## config.mk

```make
export PLATFORM = sky130hd
export DESIGN_NAME = multiply
export DESIGN_NICKNAME = d
export VERILOG_FILES = /design/src/rtl/multiply_pkg.sv /design/src/rtl/multiply_rotate_vec.sv /design/src/rtl/multiply.sv
export SDC_FILE = /design/constraint.sdc
export NUM_CORES = 2
export LEC_CHECK = 0
export CELL_PAD_IN_SITES_DETAIL_PLACEMENT = 1
export CELL_PAD_IN_SITES_GLOBAL_PLACEMENT = 1
export CORE_ASPECT_RATIO = 1.2
export CORE_MARGIN = 2
export CORE_UTILIZATION = 55
export CTS_BUF_LIST = sky130_fd_sc_hd__clkbuf_4
export CTS_CLUSTER_DIAMETER = 30
export DETAILED_ROUTE_END_ITERATION = 8
export PLACE_DENSITY_LB_ADDON = 0.1
export SLEW_MARGIN = 30
export SYNTH_ARGS = -nofsm -noshare
export SYNTH_HDL_FRONTEND = slang
export SYNTH_SLANG_ARGS = --single-unit
```

## constraint.sdc

```tcl
create_clock -name clk -period 16.16 [get_ports clk]
set_clock_uncertainty 0.1 [all_clocks]
set_input_delay 3.232 -clock clk [delete_from_list [all_inputs] [get_ports clk]]
set_output_delay 3.232 -clock clk [all_outputs]
set_load 0.01 [all_outputs]
```

## src/rtl/multiply_pkg.sv

```systemverilog
// Shared widths, types and arithmetic helpers for the Y-axis vertex rotator.
package multiply_pkg;

    localparam int IN_W      = 8;
    localparam int TRIG_W    = 16;
    localparam int FRAC_BITS = 8;
    localparam int OUT_W     = 9;

    // The full product of an 8-bit coordinate and a 16-bit trig value fits
    // in 24 signed bits. One extra bit holds the sum or difference of two
    // such products without overflow.
    localparam int PROD_W = IN_W + TRIG_W;
    localparam int SUM_W  = PROD_W + 1;

    localparam int OUT_MAX = 255;
    localparam int OUT_MIN = -256;

    typedef logic signed [IN_W-1:0]   coord_in_t;
    typedef logic signed [OUT_W-1:0]  coord_out_t;
    typedef logic signed [TRIG_W-1:0] trig_t;
    typedef logic signed [PROD_W-1:0] prod_t;
    typedef logic signed [SUM_W-1:0]  sum_t;

    localparam sum_t SUM_SAT_HI = sum_t'(OUT_MAX);
    localparam sum_t SUM_SAT_LO = sum_t'(OUT_MIN);

    // Signed 8x16 multiply. Both operands are sign-extended to the product
    // width first, so the low PROD_W bits of the result are exact.
    function automatic prod_t mul_s(input coord_in_t a, input trig_t b);
        prod_t a_ext;
        prod_t b_ext;
        a_ext = prod_t'(a);
        b_ext = prod_t'(b);
        return a_ext * b_ext;
    endfunction

    // Clamp an already-shifted value to the signed range of the output.
    function automatic coord_out_t sat_out(input sum_t v);
        if (v > SUM_SAT_HI) begin
            return coord_out_t'(OUT_MAX);
        end else if (v < SUM_SAT_LO) begin
            return coord_out_t'(OUT_MIN);
        end else begin
            return coord_out_t'(v);
        end
    endfunction

endpackage

```

## src/rtl/multiply_rotate_vec.sv

```systemverilog
// Two-stage rotation of one vertex about the Y axis.
//   stage 1: x*cos, z*sin, z*cos, x*sin and y are registered
//   stage 2: sum / difference, arithmetic shift, saturate into the output
module rotate_vec
    import multiply_pkg::*;
(
    input  logic      clk,
    input  logic      rst,
    input  coord_in_t v_i [2:0],
    input  trig_t     sin_i,
    input  trig_t     cos_i,
    output coord_out_t v_o [2:0]
);

    prod_t      xc_q, xc_d;
    prod_t      zs_q, zs_d;
    prod_t      zc_q, zc_d;
    prod_t      xs_q, xs_d;
    coord_out_t y_q,  y_d;

    coord_out_t out_q [2:0];
    coord_out_t out_d [2:0];

    sum_t       x_sum;
    sum_t       z_diff;
    sum_t       x_shr;
    sum_t       z_shr;

    // Stage 1 next state: the four partial products and the widened y.
    always_comb begin
        xc_d = mul_s(v_i[0], cos_i);
        zs_d = mul_s(v_i[2], sin_i);
        zc_d = mul_s(v_i[2], cos_i);
        xs_d = mul_s(v_i[0], sin_i);
        y_d  = coord_out_t'(v_i[1]);
    end

    // Stage 1 registers; a synchronous reset flushes anything in flight.
    always_ff @(posedge clk) begin
        if (rst) begin
            xc_q <= '0;
            zs_q <= '0;
            zc_q <= '0;
            xs_q <= '0;
            y_q  <= '0;
        end else begin
            xc_q <= xc_d;
            zs_q <= zs_d;
            zc_q <= zc_d;
            xs_q <= xs_d;
            y_q  <= y_d;
        end
    end

    // Stage 2 next state. The shift is arithmetic, so results floor toward
    // negative infinity; no rounding is applied before the clamp.
    always_comb begin
        x_sum    = sum_t'(xc_q) + sum_t'(zs_q);
        z_diff   = sum_t'(zc_q) - sum_t'(xs_q);
        x_shr    = x_sum  >>> FRAC_BITS;
        z_shr    = z_diff >>> FRAC_BITS;
        out_d[0] = sat_out(x_shr);
        out_d[1] = y_q;
        out_d[2] = sat_out(z_shr);
    end

    // Stage 2 registers drive the outputs directly.
    always_ff @(posedge clk) begin
        if (rst) begin
            out_q[0] <= '0;
            out_q[1] <= '0;
            out_q[2] <= '0;
        end else begin
            out_q[0] <= out_d[0];
            out_q[1] <= out_d[1];
            out_q[2] <= out_d[2];
        end
    end

    assign v_o = out_q;

endmodule

```

## src/rtl/multiply.sv

```systemverilog
// Rotates the three vertices of a triangle about the Y axis using one shared
// sin/cos pair. Accepts a triangle every clock with a fixed 2-cycle latency.
module multiply
    import multiply_pkg::*;
(
    input  logic       clk,
    input  logic       rst,
    input  coord_in_t  v1 [2:0],
    input  coord_in_t  v2 [2:0],
    input  coord_in_t  v3 [2:0],
    input  trig_t      sin_val,
    input  trig_t      cos_val,
    output coord_out_t v1_out [2:0],
    output coord_out_t v2_out [2:0],
    output coord_out_t v3_out [2:0]
);

    rotate_vec u_rot_v1 (
        .clk   (clk),
        .rst   (rst),
        .v_i   (v1),
        .sin_i (sin_val),
        .cos_i (cos_val),
        .v_o   (v1_out)
    );

    rotate_vec u_rot_v2 (
        .clk   (clk),
        .rst   (rst),
        .v_i   (v2),
        .sin_i (sin_val),
        .cos_i (cos_val),
        .v_o   (v2_out)
    );

    rotate_vec u_rot_v3 (
        .clk   (clk),
        .rst   (rst),
        .v_i   (v3),
        .sin_i (sin_val),
        .cos_i (cos_val),
        .v_o   (v3_out)
    );

endmodule

```

==> reports/summary.txt <==
FLOORPLAN
------------------------------------------------------------------------------------------
Area of the die .............................................................    0.129 mm2
DIE WIDTH ...................................................................       328 um
IO Count ....................................................................          187
Starting Density ............................................................        55.5%
Total number of placement rows ..............................................          142
Die Y .......................................................................       393 um
Area of the core ............................................................    0.125 mm2

CRITICAL PATH
------------------------------------------------------------------------------------------
Kind of launch point of the worst setup path ................................    input pin
Slowest stage cell on the critical path ..................................... sky130_fd_sc_hd__clkdlybuf4s50_1
Critical path's largest stage delay .........................................      0.98 ns
Timing endpoint of the critical path ........................................ u_rot_v2.xs_q[22]$_SDFF_PP0_
Cell Chain, Critical Path ................................................... clkdlybuf4s50_1, clkinv_1, buf_4, fa_1, fa_1, inv_1, fa_1, inv_1, fa_1, inv_1, ha_1, o21ai_0, a21oi_1, o21ai_0, a21boi_0, o21ai_0, a21oi_1, o41ai_1, o21ai_0, xnor2_1, nor2_1
Worst reg-to-reg path cell count ............................................           13
Worst setup EP type .........................................................         flop
Crit Reg-Reg Endpoint ....................................................... u_rot_v3.v_o[22]$_SDFF_PP0_
R2r setup slk ...............................................................     12.07 ns
Arrival time of the worst setup path ........................................      9.27 ns
Largest driver fanout on the critical path ..................................           26
Worst flop-to-flop path startpoint .......................................... u_rot_v3.xs_q[16]$_SDFF_PP0_
Class of the most critical setup path ....................................... input pin to flop
Required time of the critical path ..........................................     17.02 ns
Source of the critical timing path ..........................................        v2[7]

CLOCKING
------------------------------------------------------------------------------------------
Clock latency reported for the late side of the worst-skew pair .............      1.16 ns
Cell at the root of the clock tree .......................................... sky130_fd_sc_hd__clkbuf_4
Hold-fix buffer count after cts .............................................            0
Number of buffers added by the clock tree synthesis step ....................          131
Num Clock Sinks .............................................................          390
CTS-repair resized insts ....................................................            0
Clock edge transition at the registers on the reported setup and hold paths .      0.06 ns
H-tree depth reported by CTS ................................................            4
Clock tree from TritonCTS ...................................................         done
Clock tree buffer depth .....................................................            3
Post-CTS repair timing setup buffer count ...................................            0

LOGIC SYNTHESIS
------------------------------------------------------------------------------------------
Most repeated cell in the gate-level netlist after synthesis ................ sky130_fd_sc_hd__inv_1
Most used flip-flop cell after synthesis .................................... sky130_fd_sc_hd__dfxtp_1
Cell types occupying the most area after synthesis .......................... sky130_fd_sc_hd__fa_1 36%, sky130_fd_sc_hd__ha_1 12%, sky130_fd_sc_hd__dfxtp_1 11%
Cell count after synthesis ..................................................         7847
Number of synthesized flops with an enable pin ..............................            0
Leading post-synthesis cells by instance count .............................. 1723 x sky130_fd_sc_hd__inv_1, 1236 x sky130_fd_sc_hd__fa_1, 1056 x sky130_fd_sc_hd__and2_1
Area fraction of the dominant cell type after synthesis .....................        35.7%
Sequential fraction of the synthesis area ...................................        11.3%
Warnings, synthesis .........................................................            0
Dominant cell type by area after synthesis .................................. sky130_fd_sc_hd__fa_1
Net count after synthesis ...................................................         9867
Proportion of register bits with asynchronous set or reset after synthesis ..           0%
Syn avg cell area ...........................................................     8.84 um2
Distinct cells, synth .......................................................           88
Post-synthesis register bit count ...........................................          390
Cell area after synthesis ...................................................   0.0693 mm2

DRT
------------------------------------------------------------------------------------------
First-pass detailed-route iteration total ...................................            9
Antenna Violating Nets Remaining ............................................            0
Post-Route WL ...............................................................       192 mm
Total via count after detailed routing ......................................        52602
Average via count per standard cell .........................................         5.44
Remaining DRCs ..............................................................            0
Detail-routed net length per standard cell ..................................      19.8 um
Violation count after the first detailed-routing iteration ..................         2371

GRT
------------------------------------------------------------------------------------------
Antenna violations before repair ............................................           12
Largest net degree at the start of global routing ...........................          102
GRT Util Overall ............................................................        31.0%
Wire length of the first global-routing pass ................................       313 mm
Overflow after GRT ..........................................................            0
Vias in the first global route ..............................................        60059

FINAL LAYOUT
------------------------------------------------------------------------------------------
Net count, final ............................................................         9924
Area occupied by multi-input gates ..........................................   0.0538 mm2
Layout fillers ..............................................................        14667
Reg area ....................................................................  0.00781 mm2
Area delta synth->final .....................................................        6.98%
Fraction of final layout cells sized beyond drive strength 1 ................        4.63%

STA
------------------------------------------------------------------------------------------
Count of final hold-check violations ........................................            0
Relative max-transition margin ..............................................        33.2%
Max Transition Viols Final ..................................................            0
Ratio of final minimum period to clock period ...............................        52.1%
Setup_tns ...................................................................         0 ns
Top achievable clock speed ..................................................      119 MHz
Minimum clock period ........................................................      8.41 ns
RSZ-0062 raised after global routing ........................................           no
Final setup fails ...........................................................            0
Tightest Pin Transition .....................................................     0.997 ns
Least setup slack across all paths after layout .............................      7.75 ns

PLACEMENT
------------------------------------------------------------------------------------------
HPWL Detailed ...............................................................       144 mm
Setup slack after placement .................................................      6.65 ns
Port buffer count ...........................................................          186
Final weighted congestion in routability-driven placement ...................        0.851

POWER AND IR DROP
------------------------------------------------------------------------------------------
VDD IR max ..................................................................     0.131 mV
Static leakage ..............................................................      37.6 nW
PwrDens .....................................................................   166 mW/mm2

WORST HOLD PATH
------------------------------------------------------------------------------------------
Hold WC Path Type ........................................................... flop to flop

FLOW RUN
------------------------------------------------------------------------------------------
Maximum Capacitance Violations ..............................................            0

RUN STATUS
------------------------------------------------------------------------------------------
Outcome ..................................................................... finished, final reports clean

where the power goes:
part / switching (W) / internal (W) / total, W
Clock: 0.000519 / 0.000602 / 0.00112
Sequential: 0.000144 / 0.00135 / 0.00150
Combinational: 0.00563 / 0.00409 / 0.00972
per-layer routing:
layer  vias up  wire length [um]  track usage (%)
li1      23770                 -                -
met1     27337             78300             38.1
met2      1158             98800             55.8
met3       337              8950             4.05
met4         0              5810             10.9
met5         -                 0                0
worst max-delay path, delay by kind of cell:
family          cells  cell delay [ns]
simple gates        1             0.05
xor+xnor            1             0.18
fa+ha+maj           5             2.38
compound gates      8             1.82
buf+inv             6             1.57
area by class of cell:
class,instances,area share [%]
diodes,16,0.0540
inverters,1726,8.73
flip-flops and latches,390,10.5
multi-input cells,5387,72.5
well taps,1656,2.79
clock buffers,160,1.62
clock inverters,69,0.705
repair buffers,268,3.10
sequential cells by signal, summed over array words and instances (netlist names):
register,flops
u_rot_v1.v_o,26
u_rot_v1.y_q,8
u_rot_v3.xc_q,24
u_rot_v1.xc_q,24
u_rot_v3.zc_q,24
u_rot_v1.xs_q,24
u_rot_v2.xs_q,24
u_rot_v1.zs_q,24
u_rot_v2.y_q,8
u_rot_v2.xc_q,24
u_rot_v3.v_o,26
u_rot_v2.zs_q,24
u_rot_v2.zc_q,24
u_rot_v3.y_q,8
u_rot_v1.zc_q,24
u_rot_v3.xs_q,24
u_rot_v3.zs_q,24
u_rot_v2.v_o,26
worst min path at each step:
stage	start	to	slack, ns	depth (start not counted)
finish	u_rot_v3.y_q[0]$_SDFF_PP0_	u_rot_v3.v_o[9]$_SDFF_PP0_	0.30	1
global route	u_rot_v1.y_q[0]$_SDFF_PP0_	u_rot_v1.v_o[9]$_SDFF_PP0_	0.34	1
CTS	u_rot_v3.y_q[0]$_SDFF_PP0_	u_rot_v3.v_o[9]$_SDFF_PP0_	0.30	1
detailed placement	u_rot_v2.y_q[7]$_SDFF_PP0_	u_rot_v2.v_o[16]$_SDFF_PP0_	0.33	1
global placement	u_rot_v2.y_q[4]$_SDFF_PP0_	u_rot_v2.v_o[13]$_SDFF_PP0_	0.32	1
floorplan	u_rot_v1.y_q[1]$_SDFF_PP0_	u_rot_v1.v_o[10]$_SDFF_PP0_	0.31	1
kinds of logic after synthesis:
logic type                 synth area share (%)
DFF                                        11.3
buffers and inverters                      11.2
and+or+nand+nor                            18.6
muxes                                     0.103
adders and majority gates                  47.9
AOI/OAI and AO/OA                          6.85
xor gates and xnor gates                   4.09
placed cells by master (no fill, tap or decap), types with 149 or more instances in the layout:
master | Yosys | final
sky130_fd_sc_hd__a21oi_1 | 221 | 221
sky130_fd_sc_hd__clkdlybuf4s50_1 | 0 | 149
sky130_fd_sc_hd__ha_1 | 678 | 678
sky130_fd_sc_hd__nor2_1 | 461 | 461
sky130_fd_sc_hd__dfxtp_1 | 390 | 390
sky130_fd_sc_hd__and2_1 | 1056 | 1056
sky130_fd_sc_hd__clkbuf_4 | 0 | 160
sky130_fd_sc_hd__inv_1 | 1723 | 1723
sky130_fd_sc_hd__xnor2_1 | 208 | 208
sky130_fd_sc_hd__fa_1 | 1236 | 1236
sky130_fd_sc_hd__nand2_1 | 407 | 407
metrics by stage:
stage | area [um2] | hold slack, ns | utilization, % | cells | power, W
after floorplan | 69300 | 0.314 | - | 7847 | 0.00862
after global routing | 74200 | 0.342 | 59.4 | 9660 | 0.0137
after CTS | 74100 | 0.304 | 59.4 | 9656 | 0.0124
after global placement | 72400 | 0.316 | 58.0 | 9427 | 0.0107
final | 74200 | 0.299 | 59.4 | 9672 | 0.0123
after detailed placement | 72400 | 0.326 | 58.0 | 9427 | 0.0112
No activity file was read; power rests on OpenSTA's default activity.
